$ cat config.mk
export PLATFORM = sky130hd
export DESIGN_NAME = fx2_fifo_sequencer
export DESIGN_NICKNAME = d
export VERILOG_FILES = /design/src/rtl/fx2_fifo_sequencer.sv
export SDC_FILE = /design/constraint.sdc
export NUM_CORES = 1
export LEC_CHECK = 0
export BUFFER_PORTS_ARGS = -buffer_cell sky130_fd_sc_hd__buf_2
export CORE_ASPECT_RATIO = 0.7
export CORE_MARGIN = 4
export CORE_UTILIZATION = 45
export DETAILED_ROUTE_END_ITERATION = 16
export GPL_TIMING_DRIVEN = 0
export PLACE_DENSITY = 0.73
export SYNTH_ARGS = -nofsm -noshare
export SYNTH_HDL_FRONTEND = slang
export SYNTH_SLANG_ARGS = --single-unit
$ cat constraint.sdc
create_clock -name FIFO_clk -period 2.5 [get_ports FIFO_clk]
set_clock_uncertainty 0.15 [all_clocks]
set_input_delay 0.125 -clock FIFO_clk [delete_from_list [all_inputs] [get_ports FIFO_clk]]
set_output_delay 0.125 -clock FIFO_clk [all_outputs]
set_load 0.005 [all_outputs]
$ cat src/rtl/fx2_fifo_sequencer.sv
// Time-shares the FX2 slave-FIFO bus between the sample writer (FIFO4) and the
// command reader (FIFO2), and commits short packets with PKTEND on flush requests.
module fx2_fifo_sequencer #(
    parameter logic [1:0] WR_FIFOADR = 2'b10,
    parameter logic [1:0] RD_FIFOADR = 2'b00,
    parameter int         ADDR_SETUP = 2,
    parameter int         WR_BURST   = 512,
    parameter int         RD_BURST   = 64
) (
    input  logic       FIFO_clk,
    input  logic       reset,
    input  logic       fifo2_empty,
    input  logic       fifo4_full,
    input  logic [7:0] fd_in,
    output logic [7:0] fd_out,
    output logic       fd_oe,
    output logic       sloe,
    output logic       slrd,
    output logic       slwr,
    output logic       pktend,
    output logic [1:0] fifoadr,
    input  logic [7:0] samp_data,
    input  logic       samp_valid,
    output logic       samp_ready,
    output logic [7:0] cmd_data,
    output logic       cmd_valid,
    input  logic       cmd_ready,
    input  logic       flush_req,
    output logic       flush_done
);

    localparam int MAX_BURST = (WR_BURST > RD_BURST) ? WR_BURST : RD_BURST;
    localparam int CNT_W     = $clog2(MAX_BURST) + 1;
    localparam logic [CNT_W-1:0] WR_LIMIT   = CNT_W'(WR_BURST);
    localparam logic [CNT_W-1:0] RD_LIMIT   = CNT_W'(RD_BURST);
    localparam logic [CNT_W-1:0] SETUP_LAST = CNT_W'(ADDR_SETUP - 1);

    typedef enum logic [2:0] {IDLE, SETUP, WR, RD, PKT} state_t;
    typedef enum logic [1:0] {DIR_NONE, DIR_WR, DIR_RD} dir_t;

    state_t           r_state;
    state_t           r_target;
    dir_t             r_dir;
    logic [1:0]       r_fifoadr;
    logic [CNT_W-1:0] r_cnt;
    logic             r_flushPending;
    logic             r_flushDone;

    state_t     w_nextState;
    state_t     w_nextTarget;
    logic [1:0] w_nextFifoadr;
    logic       w_flushAny;
    logic       w_leaving;
    logic       w_cntInc;
    logic       w_sampReady;
    logic       w_slwr;
    logic       w_slrd;
    logic       w_cmdValid;
    logic       w_pktend;
    logic       w_fdOe;
    logic       w_sloe;

    // A flush arriving this cycle is acted on immediately, not a cycle late.
    assign w_flushAny = r_flushPending | flush_req;

    always_comb begin
        w_nextState   = r_state;
        w_nextTarget  = r_target;
        w_nextFifoadr = r_fifoadr;
        w_leaving     = 1'b0;
        w_cntInc      = 1'b0;
        w_sampReady   = 1'b0;
        w_slwr        = 1'b0;
        w_slrd        = 1'b0;
        w_cmdValid    = 1'b0;
        w_pktend      = 1'b0;
        w_fdOe        = 1'b0;
        w_sloe        = 1'b0;
        case (r_state)
            IDLE: begin
                if (w_flushAny) begin
                    if (r_fifoadr == WR_FIFOADR && r_dir == DIR_WR) begin
                        w_nextState = PKT;
                    end else begin
                        w_nextState   = SETUP;
                        w_nextTarget  = PKT;
                        w_nextFifoadr = WR_FIFOADR;
                    end
                end else if (!fifo2_empty) begin
                    if (r_fifoadr == RD_FIFOADR && r_dir == DIR_RD) begin
                        w_nextState = RD;
                    end else begin
                        w_nextState   = SETUP;
                        w_nextTarget  = RD;
                        w_nextFifoadr = RD_FIFOADR;
                    end
                end else if (samp_valid) begin
                    if (r_fifoadr == WR_FIFOADR && r_dir == DIR_WR) begin
                        w_nextState = WR;
                    end else begin
                        w_nextState   = SETUP;
                        w_nextTarget  = WR;
                        w_nextFifoadr = WR_FIFOADR;
                    end
                end
            end
            SETUP: begin
                w_cntInc = 1'b1;
                if (r_cnt == SETUP_LAST) begin
                    w_nextState = r_target;
                end
            end
            WR: begin
                w_fdOe      = 1'b1;
                w_leaving   = w_flushAny
                            | ((r_cnt == WR_LIMIT) & !fifo2_empty)
                            | (!samp_valid & !fifo2_empty)
                            | (fifo4_full & !fifo2_empty);
                w_sampReady = !fifo4_full & !w_leaving;
                w_slwr      = samp_valid & w_sampReady;
                // Hold at the limit so a command arriving late still preempts.
                w_cntInc    = w_slwr & (r_cnt != WR_LIMIT);
                if (w_leaving) begin
                    w_nextState = w_flushAny ? PKT : IDLE;
                end
            end
            RD: begin
                w_sloe     = 1'b1;
                w_leaving  = fifo2_empty
                           | ((r_cnt == RD_LIMIT) & samp_valid)
                           | w_flushAny;
                w_cmdValid = !fifo2_empty & !w_leaving;
                w_slrd     = w_cmdValid & cmd_ready;
                w_cntInc   = w_slrd & (r_cnt != RD_LIMIT);
                if (w_leaving) begin
                    w_nextState = IDLE;
                end
            end
            PKT: begin
                if (!fifo4_full) begin
                    w_pktend    = 1'b1;
                    w_nextState = IDLE;
                end
            end
            default: begin
                w_nextState = IDLE;
            end
        endcase
    end

    // Counter restarts on every state change; direction tracks the last bus owner.
    always_ff @(posedge FIFO_clk or posedge reset) begin
        if (reset) begin
            r_state        <= IDLE;
            r_target       <= WR;
            r_dir          <= DIR_NONE;
            r_fifoadr      <= WR_FIFOADR;
            r_cnt          <= '0;
            r_flushPending <= 1'b0;
            r_flushDone    <= 1'b0;
        end else begin
            r_state        <= w_nextState;
            r_target       <= w_nextTarget;
            r_fifoadr      <= w_nextFifoadr;
            r_flushPending <= flush_req | (r_flushPending & !w_pktend);
            r_flushDone    <= w_pktend;
            if (w_nextState != r_state) begin
                r_cnt <= '0;
            end else if (w_cntInc) begin
                r_cnt <= r_cnt + 1'b1;
            end
            case (w_nextState)
                WR, PKT: r_dir <= DIR_WR;
                RD:      r_dir <= DIR_RD;
                default: ;
            endcase
        end
    end

    assign fd_out     = (r_state == WR) ? samp_data : 8'h00;
    assign fd_oe      = w_fdOe;
    assign sloe       = w_sloe;
    assign slrd       = w_slrd;
    assign slwr       = w_slwr;
    assign pktend     = w_pktend;
    assign fifoadr    = r_fifoadr;
    assign samp_ready = w_sampReady;
    assign cmd_data   = fd_in;
    assign cmd_valid  = w_cmdValid;
    assign flush_done = r_flushDone;

endmodule

======== After elaboration in Yosys (flattened, before gate mapping) ========
Index checks and enable logic that the tools add are counted.
word-level totals
  register bits ........................... 22
cells by class
  reductions and logical operators ........ 15
  bitwise gates (word level) .............. 18
  eq/ne operators ......................... 20
  $add $sub $neg .......................... 1
  mux-type cells .......................... 36
operators by type and width
  kind                                             number
  two-way mux 3 bit                                15
  two-way mux 10 bit                               2
  one-hot mux 3 bit (5 select lines)               1
  two-way mux 2 bit                                7
  == test 3 x 2 -> 1 bit (second input constant)   4
  AND 1 bit                                        11
  adder 10 x 1 -> 10 bit (second input constant)   1
  == test 10 x 1 -> 1 bit (second input constant)  1
  == test 10 bit (second input constant)           1
  == test 10 x 7 -> 1 bit (second input constant)  1
  != test 10 bit (second input constant)           1
  != test 10 x 7 -> 1 bit (second input constant)  1
  two-way mux 1 bit                                8
  two-way mux 8 bit                                1
  OR 1 bit                                         7
  == test 3 bit (second input constant)            2
  logical NOT 1 bit                                6
  AND reduction 5 bit                              1
  == test 2 bit (second input constant)            2
  != test 2 bit (second input constant)            2
  one-hot mux 2 bit (2 select lines)               1
  nonzero test 2 bit                               2
  == test 3 x 1 -> 1 bit (second input constant)   1
  logical NOT 3 bit                                1
  other kinds (9)                                  10

======== Longest topological paths before layout ========
  word-level depth ........................ 12
  gate-level depth with buffers ........... 9
  gate-level depth less buffers ........... 9

======== Least setup slack after synthesis ========
No wires, ideal clock.
  kind .................................... reg2reg
  from .................................... register r_cnt[2]
  to ...................................... register r_cnt[4]
  stages on the path, launching flop included .. 7
  path slack .............................. 62 ps
  path buffers ............................ 0
  arrival ................................. 2213 ps
  cell sequence ........................... dfrtp_1 or4_4 o41a_1 a32o_1 o311ai_2 o311ai_4 a21oi_2
between the ends
  longest elaborated chain between the ends .. 11
  elaborated cells between the ends (all ways) .. 30
RTL lines
  what                                 line  text
  start, declared                      45    logic [CNT_W-1:0] r_cnt;
  start signal, assigned               170   r_cnt <= r_cnt + 1'b1;
  == test 10 bit                       116   | ((r_cnt == WR_LIMIT) & !fifo2_empty)
  AND 1 bit                            116
  OR 1 bit                             116
  OR 1 bit                             117   | (!samp_valid & !fifo2_empty)
  OR 1 bit                             118   | (fifo4_full & !fifo2_empty);
  logical NOT 1 bit                    119   w_sampReady = !fifo4_full & !w_leaving;
  AND 1 bit                            119
  AND 1 bit                            120   w_slwr = samp_valid & w_sampReady;
  AND 1 bit                            122   w_cntInc = w_slwr & (r_cnt != WR_LIMIT);
  one-hot mux 1 bit (3 select lines)   79    case (r_state)
  nonzero test 2 bit (no source line)  n/a
Several ways; a longest one is shown, not always the timed one. The select of a mux whose other input is x is not followed.
A chain may end at the register's enable or synchronous reset.

======== Worst setup path in the final report ========
  from .................................... register r_cnt[2]
  to ...................................... register r_cnt[1]
Same word-level chain as after synthesis.

==> results_dict.tcl <==
set metrics [dict create \
    numnets_final 242 \
    antenna_cells_inserted 0 \
    start_kind "flop" \
    postSynthAreaPerCell_um2 9.01 \
    io-pin-count 49 \
    grtUsageTotal_pct 19.7 \
    run_status "complete, but fails checks" \
    post_route_cells_drive_above_1_share_pct 39.1 \
    switchingPower_w 0.000528 \
    cp.required_ns 2.54 \
    standard_cell_with_the_maximum_stage_delay_on_the_critical_path "sky130_fd_sc_hd__or4_4" \
    clkLatencyLatePin_ns 0.27 \
    layout-area-overhead-vs-synth_pct 33.9 \
    cp_max_fo 5 \
    cp.arrival_ns 2.65 \
    cts_buffers 3 \
    worstSetupEndpointType "flop" \
    slew_headroom_pct 45.9 \
    cts_tree "yes" \
    cts_htree_levels 1 \
    synth_enable_flop_cells 0 \
    crit_path_frequent_cell "sky130_fd_sc_hd__o311ai_4" \
    postSynthCellCount 163 \
    leakagePower_nw 0.937 \
    num_rows 17 \
    cts.sinks 22 \
    grt_overflow 0 \
    antenna_violations_before_repair 0 \
    cellInternalPower_w 0.000861 \
    synth_cell_type_count 49 \
    failing_checks "negative setup slack" \
    powerDensity_mw_per_mm2 706 \
    report.final.setup_viol 12 \
    maximum_operating_frequency_mhz 383 \
    slack_of_the_critical_path_ns -0.109 \
    fillCellCount 261 \
    design.die.area_mm2 0.00426 \
    avgViaCountPerCell 5.89 \
    initial_utilization_pct 46.7 \
    yosys_most_used_dff "sky130_fd_sc_hd__dfrtp_1" \
    cp_cell_sequence "or4_4 -> o41a_1 -> a32o_2 -> o311ai_4 -> o311ai_4 -> nor2_1" \
    final_period_minus_worst_setup_slack_ns 2.61 \
    grt_pass1_wl_mm 6.82 \
    period_share_pct 104 \
    netSwitchingFraction_pct 38.0 \
    cts_max_path_buffers 2 \
    route.antenna.remaining_nets 0 \
    timing.final.hold_violations 0 \
    critical_path_class "reg -> reg" \
    clock-root-buffer "sky130_fd_sc_hd__clkbuf_8" \
    critical_path_s_largest_stage_delay_ns 0.59 \
    cts.clk_slew.worst_paths_ns 0.08 \
    post-place-cells 241 \
    sequential_cell_area_um2 556 \
    placement.cell_area_mm2 0.00172 \
    die_width_um 76.3 \
    clock_power_share_pct 23.9 \
    worstMarginPinSlew_ns 0.811 \
    wirelength_mm 4.42 \
    worst_hold_path_type "in -> reg" \
    syn_nets 189 \
    irDropWorstVdd_mv 0.500 \
    wire_per_inst_um 17.5 \
    place_hpwl_mm 2.90 \
    multi_input_comb_area_um2 922 \
    ys_seq_area_share_pct 37.6 \
    first_global_vias 1412 \
    die_boundary_height_um 55.8 \
    first_iter_violations 135 \
    synth.ff_latch_count 22 \
    max_cap_violations 0 \
    synth_warnings 0 \
    report.final.slew_viol_count 0 \
    dr_total_vias 1491 \
    power.share.sequential_pct 34.6 \
    layout.cells.most_common_list "41 x sky130_fd_sc_hd__buf_2, 19 x sky130_fd_sc_hd__nor2_1, 18 x sky130_fd_sc_hd__dfrtp_1" \
    logic_gate_share_of_total_power_pct 41.5 \
    synth_area_mm2 0.00147 \
    grt_max_degree 23 \
    drtPass1Iterations 4 \
    post-route-cell-area_mm2 0.00197 \
    final-instance-count-excl-fill 253 \
    postSynth.asyncResetShare_pct 100 \
    port_buffers 40 \
    rsz_0062_raised_after_global_routing "true" \
    finalWeightedCongestion 0.842 \
    remaining_drc_errors 0 \
    most_common_library_cell_in_the_layout_ignoring_fill_and_taps "sky130_fd_sc_hd__buf_2" \
    fp.coreArea_mm2 0.00315 \
]
==> logic make-up (layout without fill, tap and decap cells) <==
family	count (synthesis)	in the layout	synth area share [%]
compound gates	37	38	19.7
xor+xnor	8	8	4.77
buf+inv	19	70	6.98
flops	22	22	37.6
simple gates	73	73	27.7
mux	1	1	0.681
fa+ha+maj	3	3	2.56
==> synth_stat cells (all sizes together) (2+ instances only) <==
cell type  count  area (um2)
dfrtp         20         500
nor2          20        75.1
o21ai         12        63.8
and2          11        68.8
buf            9        65.1
nand2          8        30.0
inv            7        26.3
xor2           7        61.3
a21oi          6        37.5
and3           5        31.3
nand3          5        25.0
nor3           5        30.0
clkbuf         3        11.3
ha             3        37.5
nor3b          3        22.5
o2111ai        3        26.3
or3            3        18.8
a21boi         2        15.0
a21o           2        15.0
dfstp          2        52.6
nor2b          2        12.5
nor4b          2        17.5
o311ai         2        42.6
or4            2        18.8
==> power by group through the flow <==
stage	clock, W	combinational [W]	sequential (W)
3_5_place_dp	0	0.000498	0.000463
5_1_grt	0.000356	0.000617	0.000487
3_3_place_gp	0	0.000479	0.000458
6_report	0.000332	0.000576	0.000481
4_1_cts	0.000336	0.000567	0.000460
2_1_floorplan	0	0.000370	0.000452
==> metal layers <==
metal | up-vias | global-route usage [%] | wire length, um
li1 | 685 | - | -
met1 | 717 | 25.6 | 1810
met2 | 81 | 33.3 | 2120
met3 | 8 | 5.02 | 426
met4 | 0 | 4.13 | 63
met5 | - | 0 | 0
==> sequential cells by signal, indices dropped and copies added, names as in the netlist <==
register	count
r_cnt	10
flush_done	1
r_state	3
fifoadr	2
r_flushPending	1
r_dir	2
r_target	3
==> critical path: cells and delay by family, from the launching register on <==
kind               cells  cell delay (ns)
AOI/OAI and AO/OA      4             1.23
and+or+nand+nor        2             0.76
DFF                    1             0.38
==> stage by stage <==
| stage | utilization, % | hold WS, ns | total power [W] | TNS, ns | setup slack [ns] |
|---|---|---|---|---|---|
| after detailed placement | 54.5 | 0.165 | 0.000960 | -1.26 | -0.148 |
| after global routing | 62.5 | 0.0761 | 0.00146 | -1.19 | -0.137 |
| after CTS | 60.3 | 0.0235 | 0.00136 | -0.461 | -0.0637 |
| after global placement | 54.5 | 0.172 | 0.000937 | -0.779 | -0.0856 |
| final | 62.5 | 0.0629 | 0.00139 | -0.848 | -0.109 |
| after floorplan | - | -0.0373 | 0.000822 | 0 | 0.0616 |
==> what timing repair did <==
| action | CTS | global route |
|---|---|---|
| pin swaps | 11 | 7 |
| setup buffers | 3 | 3 |
| hold buffers | 3 | 0 |
| endpoints found under the hold margin | 22 | 0 |
| setup endpoints to repair | 14 | 15 |
| gates cloned | 1 | 0 |
| gates resized for setup | 11 | 11 |
==> final cells by class <==
type	instances	share of cell area, %
tap	38	2.42
sequential	22	28.2
clock buffer	3	2.10
multi-input combinational	123	46.9
clock inverter	1	1.53
buffer	10	3.50
timing repair buffer	49	14.0
inverter	7	1.34
==> worst paths after layout <==
kind,from,cells after the start,slack (ns),to
worst min-delay path,fifo2_empty,3,0.06,fifoadr[0]
worst max-delay path,r_cnt[2],6,-0.11,r_cnt[1]
min in group asynchronous,reset,3,0.40,r_target[0]
worst min register to register,r_target[2],1,0.36,r_target[2]
max in group asynchronous,reset,3,1.24,r_cnt[1]
worst max register to register,r_cnt[2],6,-0.11,r_cnt[1]
(Power assumes the default switching activity.)
